$ cat src/rtl/mem_port_ctrl_pkg.sv
// Shared types and defaults for the RAM initiator port controller.
// Holds the request/response FSM state encoding and default bus widths.
package mem_port_pkg;

    localparam int ADDR_W_DEF = 8;
    localparam int DATA_W_DEF = 8;

    typedef enum logic {
        IDLE = 1'b0,
        RESP = 1'b1
    } state_e;

endpackage

$ cat src/rtl/mem_port_ctrl_fetch_tracker.sv
// Instruction fetch tracker: tags each fetched byte with its pc and invalidates it
// when a store to the same address lands in the cycle the byte is read.
module fetch_tracker
    import mem_port_pkg::*;
#(
    parameter int ADDR_W = ADDR_W_DEF,
    parameter int DATA_W = DATA_W_DEF
) (
    input  logic              clk,
    input  logic              sync_rst,
    input  logic [ADDR_W-1:0] fetch_pc,
    input  logic              st_accept,
    input  logic [ADDR_W-1:0] st_addr,
    input  logic [DATA_W-1:0] mem_data_out_B,
    output logic [ADDR_W-1:0] mem_pc,
    output logic              fetch_valid,
    output logic [DATA_W-1:0] fetch_data,
    output logic [ADDR_W-1:0] fetch_data_pc
);

    logic              hazard;
    logic              valid_q, valid_d;
    logic [ADDR_W-1:0] pc_q, pc_d;

    // The RAM's port B samples the old byte when a write hits the same address.
    assign hazard = st_accept && (st_addr == fetch_pc);

    always_comb begin
        valid_d = !hazard;
        pc_d    = fetch_pc;
    end

    always_ff @(posedge clk) begin
        if (sync_rst) begin
            valid_q <= 1'b0;
            pc_q    <= '0;
        end else begin
            valid_q <= valid_d;
            pc_q    <= pc_d;
        end
    end

    assign mem_pc        = fetch_pc;
    assign fetch_valid   = valid_q;
    assign fetch_data_pc = pc_q;
    assign fetch_data    = mem_data_out_B;

endmodule

$ cat src/rtl/mem_port_ctrl.sv
// Initiator for the 256x8 synchronous RAM: turns core load/store requests into RAM
// strobes, absorbs the one-cycle read latency and returns load data with backpressure.
module mem_port_ctrl
    import mem_port_pkg::*;
#(
    parameter int ADDR_W = ADDR_W_DEF,
    parameter int DATA_W = DATA_W_DEF
) (
    input  logic              clk,
    input  logic              sync_rst,
    input  logic              req_valid,
    output logic              req_ready,
    input  logic              req_we,
    input  logic [ADDR_W-1:0] req_addr,
    input  logic [DATA_W-1:0] req_wdata,
    output logic              rsp_valid,
    input  logic              rsp_ready,
    output logic [DATA_W-1:0] rsp_data,
    input  logic [ADDR_W-1:0] fetch_pc,
    output logic              fetch_valid,
    output logic [DATA_W-1:0] fetch_data,
    output logic [ADDR_W-1:0] fetch_data_pc,
    output logic [ADDR_W-1:0] mem_addr_read_A,
    output logic              mem_read_en_A,
    output logic [ADDR_W-1:0] mem_addr_write,
    output logic [DATA_W-1:0] mem_data,
    output logic              mem_write_en,
    output logic [ADDR_W-1:0] mem_pc,
    input  logic [DATA_W-1:0] mem_data_out_A,
    input  logic [DATA_W-1:0] mem_data_out_B
);

    state_e state_q, state_d;
    logic   accept;
    logic   ld_accept;
    logic   st_accept;

    always_ff @(posedge clk) begin
        if (sync_rst) begin
            state_q <= IDLE;
        end else begin
            state_q <= state_d;
        end
    end

    always_comb begin
        state_d   = state_q;
        req_ready = 1'b0;
        accept    = 1'b0;
        ld_accept = 1'b0;
        st_accept = 1'b0;
        rsp_valid = 1'b0;

        // A held response blocks new requests so data_out_A is never overwritten.
        if (!sync_rst) begin
            req_ready = (state_q == IDLE) || rsp_ready;
        end
        accept    = req_valid && req_ready;
        ld_accept = accept && !req_we;
        st_accept = accept && req_we;

        case (state_q)
            IDLE: begin
                if (ld_accept) begin
                    state_d = RESP;
                end
            end
            RESP: begin
                rsp_valid = 1'b1;
                if (rsp_ready) begin
                    state_d = ld_accept ? RESP : IDLE;
                end
            end
            default: state_d = IDLE;
        endcase
    end

    assign rsp_data        = mem_data_out_A;
    assign mem_read_en_A   = ld_accept;
    assign mem_addr_read_A = req_addr;
    assign mem_write_en    = st_accept;
    assign mem_addr_write  = req_addr;
    assign mem_data        = req_wdata;

    fetch_tracker #(
        .ADDR_W (ADDR_W),
        .DATA_W (DATA_W)
    ) u_fetch_tracker (
        .clk            (clk),
        .sync_rst       (sync_rst),
        .fetch_pc       (fetch_pc),
        .st_accept      (st_accept),
        .st_addr        (req_addr),
        .mem_data_out_B (mem_data_out_B),
        .mem_pc         (mem_pc),
        .fetch_valid    (fetch_valid),
        .fetch_data     (fetch_data),
        .fetch_data_pc  (fetch_data_pc)
    );

endmodule

$ cat config.mk
export PLATFORM = sky130hd
export DESIGN_NAME = mem_port_ctrl
export DESIGN_NICKNAME = d
export VERILOG_FILES = /design/src/rtl/mem_port_ctrl_pkg.sv /design/src/rtl/mem_port_ctrl_fetch_tracker.sv /design/src/rtl/mem_port_ctrl.sv
export SDC_FILE = /design/constraint.sdc
export NUM_CORES = 1
export LEC_CHECK = 0
export BUFFER_PORTS_ARGS = -buffer_cell sky130_fd_sc_hd__buf_2
export CAP_MARGIN = 5
export CORE_MARGIN = 1
export CORE_UTILIZATION = 33
export CTS_BUF_LIST = sky130_fd_sc_hd__clkbuf_8
export CTS_CLUSTER_SIZE = 25
export DETAILED_ROUTE_END_ITERATION = 8
export GPL_ROUTABILITY_DRIVEN = 0
export PLACE_DENSITY = 0.95
export SLEW_MARGIN = 10
export SYNTH_ARGS = -nofsm -noshare
export SYNTH_HDL_FRONTEND = slang
export SYNTH_SLANG_ARGS = --single-unit
$ cat constraint.sdc
create_clock -name clk -period 2.7 [get_ports clk]
set_clock_uncertainty 0.15 [all_clocks]
set_input_delay 0.135 -clock clk [delete_from_list [all_inputs] [get_ports clk]]
set_output_delay 0.135 -clock clk [all_outputs]
set_load 0.005 [all_outputs]
== Word level (Yosys, flattened, before mapping) ==
Cells that the tools add are included.

* Output and inout bits: 61
* Word-level logic and storage cells: 17
* Input bits: 45
* Register bits after elaboration: 10

* Reduce and logical (&&, ||, !) cells: 7
* Muxes and demuxes: 5
* Bitwise logic cells: 1
* Eq/ne operators: 1

{| class="wikitable"
|+ Operators by type and width
! kind !! number
|-
| equality test 8 bit || 1
|-
| logical AND 1 bit || 4
|-
| two-way mux 1 bit || 4
|-
| zero test 1 bit || 2
|-
| one-hot mux 1 bit (2 select lines) || 1
|-
| logical OR 1 bit || 1
|-
| NOT 1 bit || 1
|}

== Depth between registers and ports, before layout ==
Gate-level depths: netlist of the first run.

* Depth after elaboration: 8
* Depth in mapped cells: 3

== Modules after synthesis ==
From an unflattened synthesis of the first run, not the netlist that was laid out.

* Cell total of the unflattened synthesis: 85
* Area, all modules: 744.5 µm²

{| class="wikitable"
|+ By module, submodules not included
! module !! area an instance (µm²) !! times used !! cells an instance
|-
| fetch_tracker || 440.4 || 1 || 44
|-
| mem_port_ctrl || 304.0 || 1 || 41
|}

== Worst setup path after synthesis of the first run ==
OpenSTA, ideal clock, no wires.

* Path type: flip-flop to flip-flop
* Start point: register state_q
* End point: register u_fetch_tracker.valid_q, in the netlist u_fetch_tracker.fetch_valid
* Cell stages (with the launch flop): 4
* Data required time: 2.420 ns
* Setup slack: 1.680 ns
* Data arrival time: 0.740 ns
* Library setup time: 0.130 ns
* Path through: dfxtp_1 > nor2b_2 > nor3_2 > a31oi_1

* Word-level cells in the longest chain between the ends: 7

{| class="wikitable"
|+ Ends and longest elaborated chain
! what !! RTL line !! source
|-
| start, declared || mem_port_ctrl.sv:33 || <nowiki>state_e state_q, state_d;</nowiki>
|-
| start signal, assigned || mem_port_ctrl.sv:42 || <nowiki>state_q <= state_d;</nowiki>
|-
| NOT 1 bit || - ||
|-
| logical OR 1 bit || mem_port_ctrl.sv:56 || <nowiki>req_ready = (state_q == IDLE) || rsp_ready;</nowiki>
|-
| two-way mux 1 bit || mem_port_ctrl.sv:55 || <nowiki>if (!sync_rst) begin</nowiki>
|-
| logical AND 1 bit || mem_port_ctrl.sv:58 || <nowiki>accept = req_valid && req_ready;</nowiki>
|-
| logical AND 1 bit || mem_port_ctrl.sv:60 || <nowiki>st_accept = accept && req_we;</nowiki>
|-
| net mem_write_en || mem_port_ctrl.sv:27 || <nowiki>output logic mem_write_en,</nowiki>
|-
| logical AND 1 bit || mem_port_ctrl_fetch_tracker.sv:26 || <nowiki>assign hazard = st_accept && (st_addr == fetch_pc);</nowiki>
|-
| zero test 1 bit || mem_port_ctrl_fetch_tracker.sv:29 || <nowiki>valid_d = !hazard;</nowiki>
|-
| end signal, assigned || mem_port_ctrl_fetch_tracker.sv:38 || <nowiki>valid_q <= valid_d;</nowiki>
|-
| end, declared || mem_port_ctrl_fetch_tracker.sv:22 || <nowiki>logic valid_q, valid_d;</nowiki>
|}

The timed path passes the listed nets, and every way through them passes these cells.
A chain may end at the register's enable or synchronous reset.

== Worst setup path in the final report of the first run ==
* Start point: register state_q
* End point: output port mem_write_en

* Word-level cells in the longest chain between the ends: 5

{| class="wikitable"
|+ Ends and longest elaborated chain
! what !! RTL line
|-
| NOT 1 bit || -
|-
| logical OR 1 bit || mem_port_ctrl.sv:56
|-
| two-way mux 1 bit || mem_port_ctrl.sv:55
|-
| logical AND 1 bit || mem_port_ctrl.sv:58
|-
| logical AND 1 bit || mem_port_ctrl.sv:60
|-
| end, declared || mem_port_ctrl.sv:27
|}

Every way passes these cells.

==> results of run 1 <==
-- placed cells by master, fill, tap and decap left out --
cell and n:
a21oi_1 1, a31oi_1 1, buf_2 57, clkbuf_8 4, dfxtp_1 10, inv_1 1, nand2_1 1, nand2b_1 1
nor2_1 1, nor2b_1 8, nor2b_2 1, nor3_1 1, nor3_2 1, nor4_1 2, xor2_1 8
-- worst max-delay path by stage --
stage | start | end
4_1_cts | state_q$_SDFF_PP0_ | mem_write_en
3_3_place_gp | fetch_pc[5] | u_fetch_tracker.fetch_valid$_SDFF_PP0_
2_1_floorplan | state_q$_SDFF_PP0_ | u_fetch_tracker.fetch_valid$_SDFF_PP0_
5_1_grt | state_q$_SDFF_PP0_ | mem_write_en
3_5_place_dp | fetch_pc[4] | u_fetch_tracker.fetch_valid$_SDFF_PP0_
6_report | state_q$_SDFF_PP0_ | mem_write_en
-- state kept, by name, summed over array words and instances, names as in the netlist --
signal and flops:
u_fetch_tracker.fetch_data_pc 8, u_fetch_tracker.fetch_valid 1, state_q 1
-- cells in the mapped netlist --
library cell	instances	area, µm²
nand2_1	1	3.75
nor2b_1	8	50.1
buf_4	48	360
a31oi_1	1	6.26
nor2b_2	1	8.76
buf_2	1	5.00
nor4_1	2	12.5
nor2_1	1	3.75
inv_1	1	3.75
dfxtp_1	10	200
a21oi_1	1	5.00
xor2_1	8	70.1
nand2b_1	1	6.26
nor3_1	1	5.00
nor3_2	1	10.0
-- per-layer routing --
metal | up-vias | wire length, µm
met5 | - | 0
met4 | 0 | 60
met3 | 12 | 231
met2 | 57 | 616
met1 | 198 | 363
li1 | 242 | -
-- worst reg2reg max path: cells and delay by family, from the launching register on --
kind | cells | cell delay, ns
and+or+nand+nor | 2 | 0.37
AOI/OAI and AO/OA | 1 | 0.10
DFF | 1 | 0.30
-- kinds of logic after synthesis --
| logic type | after synthesis | synth area share (%) |
|---|---|---|
| AO/OA/AOI/OAI | 2 | 1.50 |
| XOR/XNOR | 8 | 9.33 |
| buffers and inverters | 50 | 49.2 |
| flip-flops | 10 | 26.7 |
| AND/OR/NAND/NOR | 16 | 13.3 |
-- final cells by class --
cell class | count | area (µm²)
clock buffers | 4 | 55.1
fillers | 206 | 1280
inverters | 1 | 3.75
multi-input cells | 26 | 181
flip-flops and latches | 10 | 200
well taps | 27 | 33.8
repair buffers | 57 | 285
-- power by group --
group / switching, W / internal [W]
sequential: 0.00000154 / 0.000156
clock: 0.0000534 / 0.000128
combinational: 0.0000341 / 0.0000393
-- per-stage QoR --
| stage | setup slack, ns | power, W | area [µm²] | utilization [%] |
|---|---|---|---|---|
| after floorplan | 1.68 | 0.000239 | 751 | - |
| after global placement | 1.51 | 0.000233 | 704 | 34.5 |
| after detailed placement | 1.55 | 0.000234 | 704 | 34.5 |
| after CTS | 1.37 | 0.000415 | 759 | 37.2 |
| after global routing | 1.31 | 0.000432 | 759 | 37.2 |
| final | 1.37 | 0.000412 | 759 | 37.2 |
==> summary.md, run 1 <==
| Metric | Value |
|---|---|
| Worst hold path startpoint | fetch_pc[5] |
| Chip Width | 49.7 µm |
| Die Height | 49.7 µm |
| Crit path capture type | primary output |
| Final Slew Violations | 0 |
| Net count after synthesis | 131 |
| Initial DRC Count | 3 |
| Worst R2R Path Depth | 3 |
| CP max stage cell | dfxtp_1 |
| ANT cells | 0 |
| Syn. warnings | 0 |
| Largest net degree at the start of global routing | 14 |
| FF-to-FF setup slack | 1.66 ns |
| Number of max-cap violations | 0 |
| Routed Antenna Nets | 0 |
| Initial Util | 36.8% |
| Met2 Use GR | 16.0% |
| Number of port buffers | 57 |
| First-pass GRT wire length | 1.75 mm |
| DP HPWL | 1.06 mm |
| CTS H-tree depth | 1 |
| Post-CTS resize count | 0 |
| CP Launch Type | register |
| Seq/Total Area, Yosys | 26.7% |
| Setup TNS | 0 ns |
| Worst Tran Pin Value | 0.231 ns |
| Std cell rows | 16 |
| Proportion of layout cells with a drive suffix above 1 | 64.3% |
| Pleak | 0.417 nW |
| CP arrival | 1.05 ns |
| Die area | 2470 µm² |
| CTS tree | yes |
| Worst path depth | 3 |
| Power Dens Cells | 543 nW/µm² |
| Number of buffers created by CTS | 3 |
| Critical Path Max Stage Delay | 0.30 ns |
| Synth Cell Area | 751 µm² |
| Initial antenna violation count | 0 |
| Kind of critical path | register to primary output |
| Run status | finished clean |
| Non-filler instance count after layout | 125 |
| Post-Place Cells | 121 |
| DR vias | 509 |
| Mapped Avg Cell Area | 8.73 µm² |
| Rel. slew slack | 84.5% |
| CTS root buffer | clkbuf_8 |
| FF-to-FF Start | state_q$_SDFF_PP0_ |
| Clock Latency Late Sink | 0.23 ns |
| CP Buf/Inv Count | 1 |
| Crit path time final | 1.33 ns |
| Final hold viol count | 0 |
| Final net count | 144 |
| Vias in the first global route | 400 |
| Wirelength, routed | 1.27 mm |
| Distinct cell type count after synthesis | 15 |
| Met3 usage | 4.94% |
| Worst Hold Depth | 2 |
| P&R area growth vs syn | 1.17% |
| CTS max path bufs | 2 |
| Unrepaired setup endpoints after global routing | no |
| Worst endpoint required time | 2.41 ns |
| Worst Hold Slack | 0.000971 ns |
| Post-CTS setup buffer count | 0 |
| Hold Path Class | input pin to register |
| Area of the core | 2040 µm² |
| DRC viols | 0 |
| Crit path max-delay family | simple AND/OR/NAND/NOR gates |
| TritonRoute pass-1 iters | 4 |
| Crit-path cells | nor2b_2, nor3_2, buf_2 |
| Total GRT Usage | 9.77% |
| Crit path max fanout | 4 |
| Io pins | 106 |
| Cell count after synthesis | 86 |
| Post-CTS Hold Fix Bufs | 0 |
| Clock tree sinks | 10 |
| Fmax | 752 MHz |
| Grt ovf | 0 |
| M1 GR Usage | 7.48% |
| Final setup viols | 0 |
| Hold path endpoint | u_fetch_tracker.fetch_data_pc[5]$_SDFF_PP0_ |
| Clock-pin slew on the worst setup and hold paths | 0.05 ns |
| R2r endpoint | u_fetch_tracker.fetch_valid$_SDFF_PP0_ |
| Busiest grt layer | met2 |
| DR vias/cell | 4.07 |
| Maximum vdd ir drop | 0.000181 V |
| Crit share post-route | 49.3% |
| Routed len/inst | 10.2 µm |
| Seq cells post-synth | 10 |
Note: power is estimated with default switching activity, not from simulation.
==> inputs of run 2 (changes only) <==
Settings changed: ABC_AREA from default to 1, CORE_UTILIZATION 33 to 32, PLACE_DENSITY 0.95 to 0.92.
Clock period 2.7 ns to 1.3 ns, I/O delays scaled along.
==> run 2 against run 1 <==
Net effect: the flow now finishes with violations (negative hold slack); final area up 50%; non-clock buffer count up 28; die area up 12%; global-route usage up 3.5 points; critical path depth up 6; register-to-register slack worse by 1.4 ns; clock-buffer cell count unchanged; worst setup slack worse by 1.3 ns; area after synthesis up 9.0%; sequential share of layout area down 8.7 points; combinational power rose to 3.4 times the previous value; total power up 130%; critical path type is now input pin to register.
==> summary.md, run 2 <==
| Metric | Value |
|---|---|
| Run status | complete, but fails checks |
| Failing checks | negative hold slack |
| Crit-path cells | dlygate4sd3_1, buf_2, inv_1, nand2_1, nand2_1, nor2_2, nand3_2, nor2_1, nor2_1 |
| Distinct cell type count after synthesis | 14 |
| Worst Tran Pin Value | 0.255 ns |
| Number of max-cap violations | 0 |
| DP HPWL | 1.16 mm |
| FF-to-FF setup slack | 0.25 ns |
| Crit path capture type | register |
| Power Dens Cells | 848 nW/µm² |
| Share of the synthesized area in the top cell type | 44.0% |
| Hold Path Class | input pin to register |
| CP max stage cell | dlygate4sd3_1 |
| CTS max path bufs | 2 |
| Grt ovf | 0 |
| CP Buf/Inv Count | 3 |
| TritonRoute pass-1 iters | 3 |
| Largest net degree at the start of global routing | 13 |
| Worst R2R Path Depth | 6 |
| Cell accounting for the most synthesized area | buf_4 |
| Crit share post-route | 93.0% |
| Final net count | 199 |
| Fmax | 827 MHz |
| Net count after synthesis | 158 |
| Cell count after synthesis | 113 |
| DRC viols | 0 |
| CP arrival | 1.18 ns |
| Worst endpoint required time | 1.27 ns |
| Fillers | 261 |
| First-pass GRT wire length | 2.60 mm |
| Syn. warnings | 0 |
| Crit path max fanout | 3 |
| Most common library cell in the layout ignoring fill and taps | buf_2 |
| DR vias | 713 |
| Die Height | 52.6 µm |
| FFs w/ async S/R, synth | 0% |
| Io pins | 106 |
| Rel. slew slack | 83.0% |
| Crit path to | u_fetch_tracker.fetch_valid$_SDFF_PP0_ |
| CP Launch Type | input pin |
| Final Slew Violations | 0 |
| Post-CTS setup buffer count | 0 |
| Routed len/inst | 9.84 µm |
| Synth Cell Area | 818 µm² |
| DR vias/cell | 3.94 |
| Seq/Total Area, Yosys | 24.5% |
| Initial antenna violation count | 0 |
| Flop pwr share | 34.0% |
| EDFF count, synth | 0 |
| P&R area growth vs syn | 38.8% |
| Kind of critical path | input pin to register |
| Worst path depth | 9 |
| CTS H-tree depth | 1 |
| Area of the core | 2320 µm² |
| Ranking of synthesized cells by area | buf_4 (44%), dfxtp_1 (24%), inv_1 (6.4%) |
| Critical Path Max Stage Delay | 0.52 ns |
| Final hold viol count | 1 |
| Initial DRC Count | 1 |
| Worst setup margin | 0.0911 ns |
| Largest register FFs | 8 |
| Clock-pin slew on the worst setup and hold paths | 0.05 ns |
| FF-to-FF Start | state_q$_SDFF_PP0_ |
| Number of buffers created by CTS | 3 |
| Die area | 2760 µm² |
| Maximum vdd ir drop | 0.000615 V |
| Routed Antenna Nets | 0 |
| Std cell rows | 17 |
| Crit path time final | 1.21 ns |
| R2r endpoint | u_fetch_tracker.fetch_valid$_SDFF_PP0_ |
| Seq cells post-synth | 10 |
| Int Pwr | 0.000733 W |
| Post-CTS Hold Fix Bufs | 32 |
| Crit path max-delay family | buffers and inverters |
| Synth Flop Type | dfxtp_1 |
| CTS root buffer | clkbuf_8 |
| Synth top cells by count | buf_4 (48), inv_1 (14), nor2_1 (14) |
| Most frequent cells in the layout | buf_2 (53), dlygate4sd3_1 (31), inv_1 (14) |
| Net Sw Power | 0.000230 W |
| Dpl ws | 0.260 ns |
| Final setup viols | 0 |
| Gate power share | 26.0% |
| Unrepaired setup endpoints after global routing | no |
| Origin of the worst setup path | fetch_pc[6] |
| Initial Util | 35.3% |
| Sw Share | 23.9% |
| ANT cells | 0 |
| Number of port buffers | 57 |
| Setup TNS | 0 ns |
| Mapped Avg Cell Area | 7.24 µm² |
| Total GRT Usage | 13.3% |
| Clock Latency Late Sink | 0.23 ns |
| Proportion of layout cells with a drive suffix above 1 | 43.1% |
| Clock group share of total power | 39.9% |
| Chip Width | 52.6 µm |
| Count leader, synth | buf_4 |
| Vias in the first global route | 635 |
| Pleak | 0.651 nW |
| Clock tree sinks | 10 |
| CTS tree | yes |
| Worst Hold Slack | -0.0197 ns |
| Wirelength, routed | 1.78 mm |
==> run 2: cell types whose count changed after synthesis, moves of 2 or more <==
cell and delta:
inv_1 +13, nor2_1 +13, nand2_1 +12, nor2b_1 -8, xor2_1 -4, inv_2 +2
nand3_2 +2, nor4_1 -2
==> run 2: worst min-delay path by stage <==
stage | cells after the start | startpoint | end
after floorplan | 1 | sync_rst | req_ready
after CTS | 4 | rsp_ready | state_q$_SDFF_PP0_
after global placement | 0 | mem_data_out_B[7] | fetch_data[7]
after global routing | 4 | rsp_ready | state_q$_SDFF_PP0_
final | 4 | rsp_ready | state_q$_SDFF_PP0_
after detailed placement | 0 | mem_data_out_B[7] | fetch_data[7]
==> run 2: power groups by stage <==
stage | registers, W | logic (W) | clock network (W)
after global routing | 0.000329 | 0.000281 | 0.000428
after CTS | 0.000328 | 0.000256 | 0.000403
after detailed placement | 0.000334 | 0.000170 | 0
after floorplan | 0.000336 | 0.000173 | 0
after global placement | 0.000333 | 0.000167 | 0
final | 0.000328 | 0.000251 | 0.000385
==> run 2: cell families (layout without fill, tap and decap cells) <==
kind of cell	Yosys count	count (layout)	share of synthesized area, %
simple gates	32	32	17.6
flops	10	10	24.5
buf+inv	65	105	52.0
xor+xnor	4	4	4.28
compound gates	2	2	1.68
==> run 2: through the flow <==
stage	power [W]	instances	utilization, %	hold WS, ns	cell area (µm²)
floorplan	0.000510	113	-	0.00168	818
global placement	0.000500	149	33.4	-0.0200	773
detailed placement	0.000504	149	33.4	-0.0200	773
CTS	0.000987	185	49.5	-0.0282	1150
global route	0.00104	181	49.0	-0.000390	1140
finish	0.000963	181	49.0	-0.0197	1140
==> run 2: cell type report <==
type	count	area [µm²]	share of cell area [%]
Clock buffer	4	55.1	4.85
Inverter	16	60.1	5.29
Sequential cell	10	200	17.6
Tap cell	28	35.0	3.08
Multi-Input combinational cell	38	198	17.4
Timing Repair Buffer	85	588	51.8
==> run 2: what timing repair did <==
action,in CTS,in global routing
endpoints found under the hold margin,33,1
resized for setup,0,3
setup endpoints to repair,0,1
==> run 2: layer usage <==
| layer | vias to the layer above | global-route usage, % | part of all wire, % |
|---|---|---|---|
| met5 | - | 0 | 0 |
| met4 | 0 | 2.63 | 0 |
| met3 | 0 | 6.09 | 9.8 |
| met2 | 54 | 27.0 | 61 |
| met1 | 298 | 11.5 | 30 |
| li1 | 361 | - | - |
==> run 2: worst min-delay path, delay by kind of cell <==
kind | cells | cell delay [ns]
buf+inv | 2 | 0.12
simple gates | 1 | 0.07
compound gates | 1 | 0.06
